`src/rtl/simd_exe_sequencer.sv`:
```
// Issue/collect sequencer for the per-lane SIMD functional units: accepts one
// instruction, strobes select-output at the class latency, and holds the captured result for write-back.
module simd_exe_sequencer #(
    parameter int NUM_LANES = 2,
    parameter int TAG_W     = 6,
    parameter int DIV_LAT   = 16
) (
    input  logic                    clk_i,
    input  logic                    rst_i,
    input  logic                    instr_valid_i,
    output logic                    instr_ready_o,
    input  logic [1:0]              instr_lat_i,
    input  logic [TAG_W-1:0]        instr_tag_i,
    input  logic                    kill_i,
    output logic                    issue_o,
    output logic                    sel_valid_o,
    output logic [TAG_W-1:0]        sel_tag_o,
    input  logic [NUM_LANES*64-1:0] result_data_i,
    input  logic [NUM_LANES-1:0]    sat_ovf_i,
    output logic                    wb_valid_o,
    input  logic                    wb_ready_i,
    output logic [NUM_LANES*64-1:0] wb_data_o,
    output logic [TAG_W-1:0]        wb_tag_o,
    output logic                    wb_sat_o,
    output logic                    busy_o,
    output logic [31:0]             retired_o
);

    localparam int CNT_W = 6;

    typedef enum logic [1:0] {
        S_IDLE,
        S_WAIT,
        S_HOLD
    } state_t;

    state_t                  state_q, state_d;
    logic [CNT_W-1:0]        cnt_q;
    logic [CNT_W-1:0]        lat_m1;
    logic                    lat_zero;
    logic                    accept;
    logic                    capture;
    logic                    wb_hs;

    // Counter preload is latency minus one; single-cycle class bypasses WAIT entirely.
    always_comb begin
        lat_m1   = '0;
        lat_zero = 1'b0;
        unique case (instr_lat_i)
            2'd0:    lat_zero = 1'b1;
            2'd1:    lat_m1 = '0;
            2'd2:    lat_m1 = CNT_W'(1);
            default: lat_m1 = CNT_W'(DIV_LAT - 1);
        endcase
    end

    assign instr_ready_o = !rst_i && !kill_i &&
                           (state_q == S_IDLE || (state_q == S_HOLD && wb_ready_i));
    assign accept      = instr_valid_i && instr_ready_o;
    assign issue_o     = accept;
    assign sel_valid_o = (accept && lat_zero) ||
                         (state_q == S_WAIT && cnt_q == '0 && !kill_i);
    assign capture     = sel_valid_o;
    assign wb_valid_o  = (state_q == S_HOLD);
    // A write-back handshake coinciding with kill does not retire.
    assign wb_hs       = wb_valid_o && wb_ready_i && !kill_i;
    assign busy_o      = (state_q != S_IDLE);

    // NOTE: every variable in a combinational block gets a default first so no latch is inferred.
    always_comb begin
        state_d = state_q;
        unique case (state_q)
            S_IDLE: if (accept) state_d = lat_zero ? S_HOLD : S_WAIT;
            S_WAIT: if (cnt_q == '0) state_d = S_HOLD;
            S_HOLD: begin
                if (wb_ready_i) begin
                    if (accept) state_d = lat_zero ? S_HOLD : S_WAIT;
                    else        state_d = S_IDLE;
                end
            end
            default: state_d = S_IDLE;
        endcase
        if (kill_i) state_d = S_IDLE;
    end

    // NOTE: sequential state uses non-blocking assignments so all registers update from pre-edge values.
    always_ff @(posedge clk_i) begin
        if (rst_i) begin
            state_q   <= S_IDLE;
            cnt_q     <= '0;
            sel_tag_o <= '0;
            wb_data_o <= '0;
            wb_tag_o  <= '0;
            wb_sat_o  <= 1'b0;
            retired_o <= '0;
        end else begin
            state_q <= state_d;
            if (accept) begin
                sel_tag_o <= instr_tag_i;
                cnt_q     <= lat_m1;
            end else if (state_q == S_WAIT) begin
                cnt_q <= cnt_q - 1'b1;
            end
            // Zero-latency capture happens in the accept cycle, before sel_tag_o is updated.
            if (capture) begin
                wb_data_o <= result_data_i;
                wb_tag_o  <= accept ? instr_tag_i : sel_tag_o;
                wb_sat_o  <= |sat_ovf_i;
            end
            if (wb_hs) retired_o <= retired_o + 32'd1;
        end
    end

endmodule
```
`config.mk`:
```
export PLATFORM = sky130hd
export DESIGN_NAME = simd_exe_sequencer
export DESIGN_NICKNAME = d
export VERILOG_FILES = /design/src/rtl/simd_exe_sequencer.sv
export SDC_FILE = /design/constraint.sdc
export NUM_CORES = 1
export LEC_CHECK = 0
export BUFFER_PORTS_ARGS = -buffer_cell sky130_fd_sc_hd__buf_2
export CORE_MARGIN = 2
export CORE_UTILIZATION = 35
export CTS_CLUSTER_DIAMETER = 150
export DETAILED_ROUTE_END_ITERATION = 16
export GPL_TIMING_DRIVEN = 0
export PLACE_DENSITY = 0.58
export SETUP_SLACK_MARGIN = 0.4
export SLEW_MARGIN = 40
export SYNTH_ARGS = -nofsm -noshare
export SYNTH_HDL_FRONTEND = slang
export SYNTH_SLANG_ARGS = --single-unit
```
`constraint.sdc`:
```
create_clock -name clk_i -period 2.33 [get_ports clk_i]
set_clock_uncertainty 0.1 [all_clocks]
set_input_delay 0.3495 -clock clk_i [delete_from_list [all_inputs] [get_ports clk_i]]
set_output_delay 0.3495 -clock clk_i [all_outputs]
set_load 0.1 [all_outputs]
```
Yosys cells after proc, flatten, opt, wreduce, memory -nomap -nowiden

Cells that the tools add are included.

Add/subtract/negate cells: 2
Equality and inequality tests: 7
Mux-type cells: 11
Reductions and logical operators: 21

Operators by type and width:

| cell                    | number |
|---|---|
| $add A32 B1 Y32 const B | 1 |
| $mux W6                 | 3 |
| $mux W2                 | 5 |
| $logic_and A1 B1 Y1     | 8 |
| $pmux W4 S2             | 1 |
| $logic_not A6 Y1        | 1 |
| $pmux W2 S3             | 1 |
| $reduce_or A2 Y1        | 3 |
| $sub A6 B1 Y6 const B   | 1 |
| $eq A2 B1 Y1 const B    | 2 |
| $eq A2 B2 Y1 const B    | 2 |
| $logic_not A2 Y1        | 2 |
| $ne A2 B1 Y1 const B    | 2 |
| $reduce_bool A2 Y1      | 2 |
| $reduce_and A3 Y1       | 1 |
| $logic_not A1 Y1        | 2 |
| $logic_or A1 B1 Y1      | 2 |
| $ne A2 B2 Y1 const B    | 1 |
| $mux W1                 | 1 |

Flip-flop bits (word level): 181
Output and inout bits: 178
Logic and storage cells: 48

Logic depth before layout (Yosys ltp)

Gate-level depths: netlist (run 1).

Word-level depth: 8
Mapped depth: 9

Least setup slack after synthesis (run 1)

No wires, ideal clock.

Path kind: input -> output
Start: input rst_i
End: output instr_ready_o
Data arrival time: 3.615 ns
Path slack: -1.735 ns
Cell stages on the path: 3
Path buffers: 2
Cell sequence: clkbuf_1 clkbuf_1 nor4_1

Longest elaborated chain between the ends: 3

Ends and longest elaborated chain:

| item                              | RTL line | text |
|---|---|---|
| from (decl)                       | 9        | `input logic rst_i,` |
| $logic_not A1 Y1                  | 57       | `assign instr_ready_o = !rst_i && !kill_i &&` |
| $logic_and A1 B1 Y1 (2 in series) | 57       |  |
| to (decl)                         | 11       | `output logic instr_ready_o,` |

No other way between the ends.

Worst setup path in the final report (run 1)

Start: input kill_i
End: output sel_valid_o

Longest elaborated chain between the ends: 6
Elaborated cells between the ends (all ways): 7
Classes of those cells: reduce/logical: 7

Ends and longest elaborated chain:

| item                              | RTL line | text |
|---|---|---|
| from (decl)                       | 14       | `input logic kill_i,` |
| $logic_not A1 Y1 *                | 57, 62   |  |
| $logic_and A1 B1 Y1 (2 in series) | 57       |  |
| $logic_and A1 B1 Y1               | 59       | `assign accept = instr_valid_i && instr_ready_o;` |
| $logic_and A1 B1 Y1               | 61       | `assign sel_valid_o = (accept && lat_zero) \|\|` |
| $logic_or A1 B1 Y1 *              | 61       |  |
| to (decl)                         | 16       | `output logic sel_valid_o,` |

Mark *: on every way between the ends. The rest lies on a longest branch, timed or not.

==> results of run 1 <==
-- worst paths after layout --
| path | end | slack [ps] | cells past startpoint |
|---|---|---|---|
| worst max-delay path | sel_valid_o | -4 | 7 |
| worst max register to register | retired_o[16] | 160 | 6 |
| worst min register to register | wb_data_o[92] | 360 | 2 |
| worst min-delay path | state_q[0] | 50 | 2 |
-- critical path: cells and delay by family --
kind / cells / cell delay, ps
buf+inv: 4 / 540
simple gates: 3 / 970
-- per-stage QoR --
stage,area (um^2),setup WS [ps]
after global placement,10000,-480
after detailed placement,10000,-502
final,11900,-4.06
after CTS,11000,-57.9
after global routing,11900,-24.4
after floorplan,8100,78.3
-- cells by family after synthesis --
logic type,synth area share
fa+ha+maj,0.00518
mux,0.00828
xor+xnor,0.0169
compound gates,0.228
buf+inv,0.0535
flops,0.500
simple gates,0.189
-- power groups by stage --
stage / Combinational (uW) / Clock, uW / Sequential [uW]
floorplan: 304 / 0 / 3780
global placement: 1100 / 0 / 3270
detailed placement: 1100 / 0 / 3270
CTS: 1140 / 3080 / 3210
global route: 1250 / 3230 / 3220
finish: 1190 / 3030 / 3210
-- final cells by class --
| type | count | area [um^2] |
|---|---|---|
| Fill cell | 1907 | 8430 |
| Clock inverter | 11 | 133 |
| Clock buffer | 21 | 483 |
| Timing Repair Buffer | 377 | 2250 |
| Multi-Input combinational cell | 594 | 4090 |
| Sequential cell | 181 | 3710 |
| Antenna cell | 1 | 2.50 |
| Inverter | 7 | 30.0 |
| Buffer | 89 | 835 |
| Tap cell | 270 | 338 |
-- layout by cell type (no fill, tap or decap), types with 6 or more instances in the layout --
| cell | instances |
|---|---|
| mux2i_1 | 6 |
| a211oi_1 | 8 |
| o21ai_1 | 26 |
| o31ai_1 | 6 |
| dfxtp_4 | 16 |
| clkbuf_2 | 15 |
| buf_6 | 23 |
| nand3_1 | 39 |
| buf_2 | 318 |
| nand4_1 | 11 |
| dfxtp_2 | 18 |
| a21oi_1 | 141 |
| nor3_1 | 10 |
| o21ai_0 | 108 |
| clkbuf_16 | 27 |
| nand2_1 | 19 |
| nand3_2 | 100 |
| dfxtp_1 | 147 |
| inv_1 | 6 |
| buf_8 | 6 |
| a21oi_2 | 13 |
| nor2_1 | 21 |
| clkbuf_1 | 20 |
| buf_4 | 51 |
| clkbuf_4 | 7 |
| xor2_1 | 11 |
| buf_12 | 16 |
| or4_4 | 15 |
-- timing repair --
item                                    CTS  global route
gates resized for setup                  82           176
hold buffers                              0             0
pin swaps                                 9            42
buffers inserted                         13            34
cloned                                    0            10
endpoints found under the hold margin     0             0
endpoints found under the setup margin  163           153
-- layer usage --
layer | vias up | part of all wire | wire [um] | global-route usage
met4 | 4 | 0.030 | 828 | 0.0967
met2 | 298 | 0.48 | 13300 | 0.380
li1 | 3963 | - | - | -
met5 | - | 0.00097 | 27 | 0
met3 | 55 | 0.064 | 1780 | 0.0534
met1 | 3881 | 0.43 | 11800 | 0.300
-- cell usage after synthesis (3+ instances only) --
cell	instances	share of area
and3_1	4	0.0035
xnor2_1	3	0.0036
nand4_1	11	0.0095
nand3_1	140	0.097
buf_2	15	0.010
xor2_1	11	0.013
or2_2	3	0.0026
o31ai_1	16	0.017
ha_1	3	0.0052
a21oi_1	154	0.11
o21ai_0	135	0.093
inv_1	7	0.0036
nand2_1	20	0.010
dfxtp_1	181	0.50
or3_1	8	0.0069
nor3_1	12	0.0083
mux2i_1	6	0.0083
buf_1	13	0.0067
nor2b_1	3	0.0026
nor2_1	21	0.011
a211oi_1	8	0.0083
and4_1	4	0.0048
clkbuf_1	59	0.031
or4_1	19	0.020
-- registers in the layout (all words and copies together), names as in the netlist --
signal     flops
wb_tag_o       6
retired_o     32
state_q        2
wb_sat_o       1
cnt_q          6
wb_data_o    128
sel_tag_o      6
==> flow_summary.yaml, run 1 <==
pwr:
  combPwrFrac: 0.160
  p_leak_uw: 0.00491
  p_int_uw: 5200
  swShare: 0.300
  p_sw_uw: 2230
  cellPowerDensity_mw_per_mm2: 626
  seqPwrFrac: 0.432
  total_power_uw: 7430
  pwr-share-clk: 0.408
  ir_drop_v: 0.000482
layout:
  utilization: 0.585
  layout.nets: 1413
  layout-drive-gt1-share: 0.524
  instances_no_fill: 1551
  synthToLayoutAreaGrowth_pct: 63.7
routing:
  firstDrtPassIters: 5
  drc_errors: 0
  route.vias.total: 8201
  wire_per_inst_um: 17.9
  drt_iter0_drc: 400
  vias_per_cell: 5.29
  drtAntennaViolNets: 0
  wirelength_um: 27800
place:
  place_inst: 1461
  port_buffers: 320
  gp_congestion: 0.828
  hpwl_um: 19200
floorplanning:
  die_w_um: 148
  die_h_um: 148
  start_util: 0.357
  coreArea_mm2: 0.0203
  die_area_mm2: 0.0219
  rows: 52
  ios: 321
worst_setup_path:
  crit_top_cell: "buf_12"
  critPathCaptureType: "output port"
  crit_slowest_cell: "or4_4"
  crit_path_start: "kill_i"
  arrival_ps: 1880
  path_max_fanout: 8
  slowest_delay_ps: 540
  cp.required_ps: 1880
  criticalPathCategory: "in -> out"
  r2r_start: "retired_o[7]"
  cp_cell_sequence: "buf_6 > or3b_4 > or4_4 > buf_8 > buf_12 > nand2_8 > buf_12"
  start_kind: "primary input"
min_path:
  hold_path_class: "in -> reg"
  min_from: "kill_i"
global_route:
  grt_util_all_layers: 0.234
  grt_start_max_net_pins: 17
  grt_pass1_wl_um: 40600
  grt_pass1_vias: 7532
  grt_overflow: 0
  antenna_found_initial: 3
clock_network:
  cts_sinks: 181
  cts_buffer_depth: 2
  cts-root-buf: "clkbuf_16"
  cts.reportedPaths.clkPinSlew_ps: 60
  cts_tree: "yes"
  cts_max_level: 4
  cts_buffers: 17
  clkLatencyLatePin_ps: 430
sta:
  min_period_ps: 2330
  drv_slew: 0
  setup_tns_ps: -4.06
  relSlewSlack: 0.498
  period_share: 1.00
  fin_ws_ps: -4.06
  rsz0062_at_grt: "true"
  worst_pin_slew_ps: 753
  timing.fmax_mhz: 428
  setup-violations-final: 1
  hold_viol: 0
  hold_ws_ps: 46.0
yosys:
  mappedNetlistNets: 1017
  netlist_instances: 871
  synth_ff_type: "dfxtp_1"
  syn_area_mm2: 0.00725
  ys_types: 37
  ys_async_sr_fraction: 0
  yosys_warnings: 0
  avgSynthCellArea_um2: 8.32
  synth-seq-cells: 181
  seq_area_frac_synth: 0.500
  synth_edf_count: 0
job:
  cap_viol_max_count: 0
status:
  violations: "negative setup slack"
  outcome: "finished with violations"
Note: power is estimated with default switching activity, not from simulation.
==> run 2, diff against run 1 <==
- CORE_ASPECT_RATIO: not set -> 1.4
- RECOVER_POWER: not set -> 100
==> flow_summary.yaml, run 2 (synthesis gave the netlist of run 1 again) <==
status:
  outcome: "finished with violations"
  violations: "negative setup slack"
sta:
  period_share: 1.01
  fin_ws_ps: -19.2
  drv_slew: 0
  setup_tns_ps: -19.2
  min_period_ps: 2350
  relSlewSlack: 0.389
  rsz0062_at_grt: "true"
  hold_viol: 0
  worst_pin_slew_ps: 916
  hold_ws_ps: 35.5
  timing.fmax_mhz: 426
  setup-violations-final: 1
worst_setup_path:
  r2r-end: "wb_data_o[23]"
  critPathCaptureType: "output port"
  r2r_start: "state_q[1]"
  cp.required_ps: 1880
  arrival_ps: 1900
  start_kind: "flip-flop"
  criticalPathCategory: "reg -> out"
  rrSetupSlack_ps: 50
  path_max_fanout: 2
  rr_worst_depth: 11
global_route:
  antenna_found_initial: 2
  grt_overflow: 0
  grt_start_max_net_pins: 19
  grt_pass1_wl_um: 42400
  grt_util_all_layers: 0.244
  grt_pass1_vias: 7631
pwr:
  ir_drop_v: 0.000437
  swShare: 0.320
  p_int_uw: 5020
  cellPowerDensity_mw_per_mm2: 590
  pwr-share-clk: 0.393
  seqPwrFrac: 0.435
  combPwrFrac: 0.172
  total_power_uw: 7390
  p_sw_uw: 2370
  p_leak_uw: 0.00472
floorplanning:
  rows: 62
  die_area_mm2: 0.0219
  coreArea_mm2: 0.0204
  start_util: 0.355
  ios: 321
  die_h_um: 174
  die_w_um: 126
layout:
  largest_register_ffs: 128
  seq_area_mm2: 0.00370
  fillers: 1822
  layout-drive-gt1-share: 0.585
  layout.nets: 1401
  synthToLayoutAreaGrowth_pct: 72.8
  regMostFlops: "wb_data_o"
  most-common-layout-cells: "191 x clkbuf_2, 151 x dfxtp_1, 146 x buf_2"
  layout_commonest_cell: "clkbuf_2"
  utilization: 0.614
  reg.largest.list: "wb_data_o x128, retired_o x32"
  multi_input_comb_area_mm2: 0.00480
  stdcell_area_mm2: 0.0125
min_path:
  hold_end: "state_q[0]"
  worstHoldPathCells: 2
  hold_path_class: "in -> reg"
  min_from: "kill_i"
routing:
  drt_iter0_drc: 386
  drtAntennaViolNets: 0
  wire_per_inst_um: 19.1
  vias_per_cell: 5.40
  firstDrtPassIters: 5
  route.vias.total: 8237
  drc_errors: 0
  wirelength_um: 29200
clock_network:
  cts-root-buf: "clkbuf_16"
  ctsHoldBuffers: 0
  cts_max_level: 4
  clkLatencyLatePin_ps: 430
  cts_tree: "yes"
  cts.reportedPaths.clkPinSlew_ps: 70
  cts_buffers: 17
  cts_buffer_depth: 2
  cts_sinks: 181
place:
  placed_area_mm2: 0.0100
  hpwl_um: 20000
  gp_congestion: 0.850
  port_buffers: 320
job:
  cap_viol_max_count: 0
==> run 2: layer usage <==
layer  part of all wire  vias up  global-route usage
met1               0.39     3946               0.287
met4              0.024        2              0.0806
met3              0.061       49              0.0557
li1                   -     3961                   -
met2               0.52      279               0.437
met5            0.00045        -                   0
==> run 2: worst max path at each step <==
stage | from | endpoint | slack [ps]
floorplan | rst_i | instr_ready_o | 80
global placement | kill_i | wb_data_o[59] | -440
detailed placement | kill_i | wb_data_o[74] | -480
CTS | state_q[1] | sel_valid_o | -50
global route | state_q[1] | sel_valid_o | -60
finish | state_q[1] | sel_valid_o | -20
==> run 2: per-stage QoR <==
| stage | setup WS, ps | instances |
|---|---|---|
| after CTS | -52.9 | 1505 |
| final | -19.2 | 1525 |
| after global routing | -63.9 | 1525 |
| after global placement | -436 | 1447 |
| after detailed placement | -477 | 1447 |
| after floorplan | 78.3 | 871 |
==> run 2: repair_timing <==
action / in CTS / in global routing
setup buffers: 16 / 13
setup endpoints to repair: 163 / 161
pin swaps: 97 / 112
resized for setup: 148 / 202
endpoints found under the hold margin: 0 / 0
cloned: 10 / 6
==> run 2: layout make-up <==
cell class | count | area share
timing repair buffer | 365 | 0.185
tap | 256 | 0.0256
sequential | 181 | 0.295
inverter | 7 | 0.00220
antenna | 1 | 0.000200
multi-input combinational | 594 | 0.383
clock buffer | 17 | 0.0339
clock inverter | 15 | 0.0130
buffer | 89 | 0.0617
==> run 2: power by group through the flow <==
stage / registers, uW / logic (uW) / clock network, uW
2_1_floorplan: 3780 / 304 / 0
3_3_place_gp: 3270 / 1100 / 0
3_5_place_dp: 3280 / 1100 / 0
4_1_cts: 3210 / 1180 / 2970
5_1_grt: 3230 / 1330 / 3090
6_report: 3220 / 1270 / 2900
==> run 2: critical path, cell delays in order, from the launching register on <==
cell	delay (ps)
dfxtp_4	340
nor2b_4	120
or4_4	520
buf_8	140
buf_12	120
nand2_8	60
buf_12	170
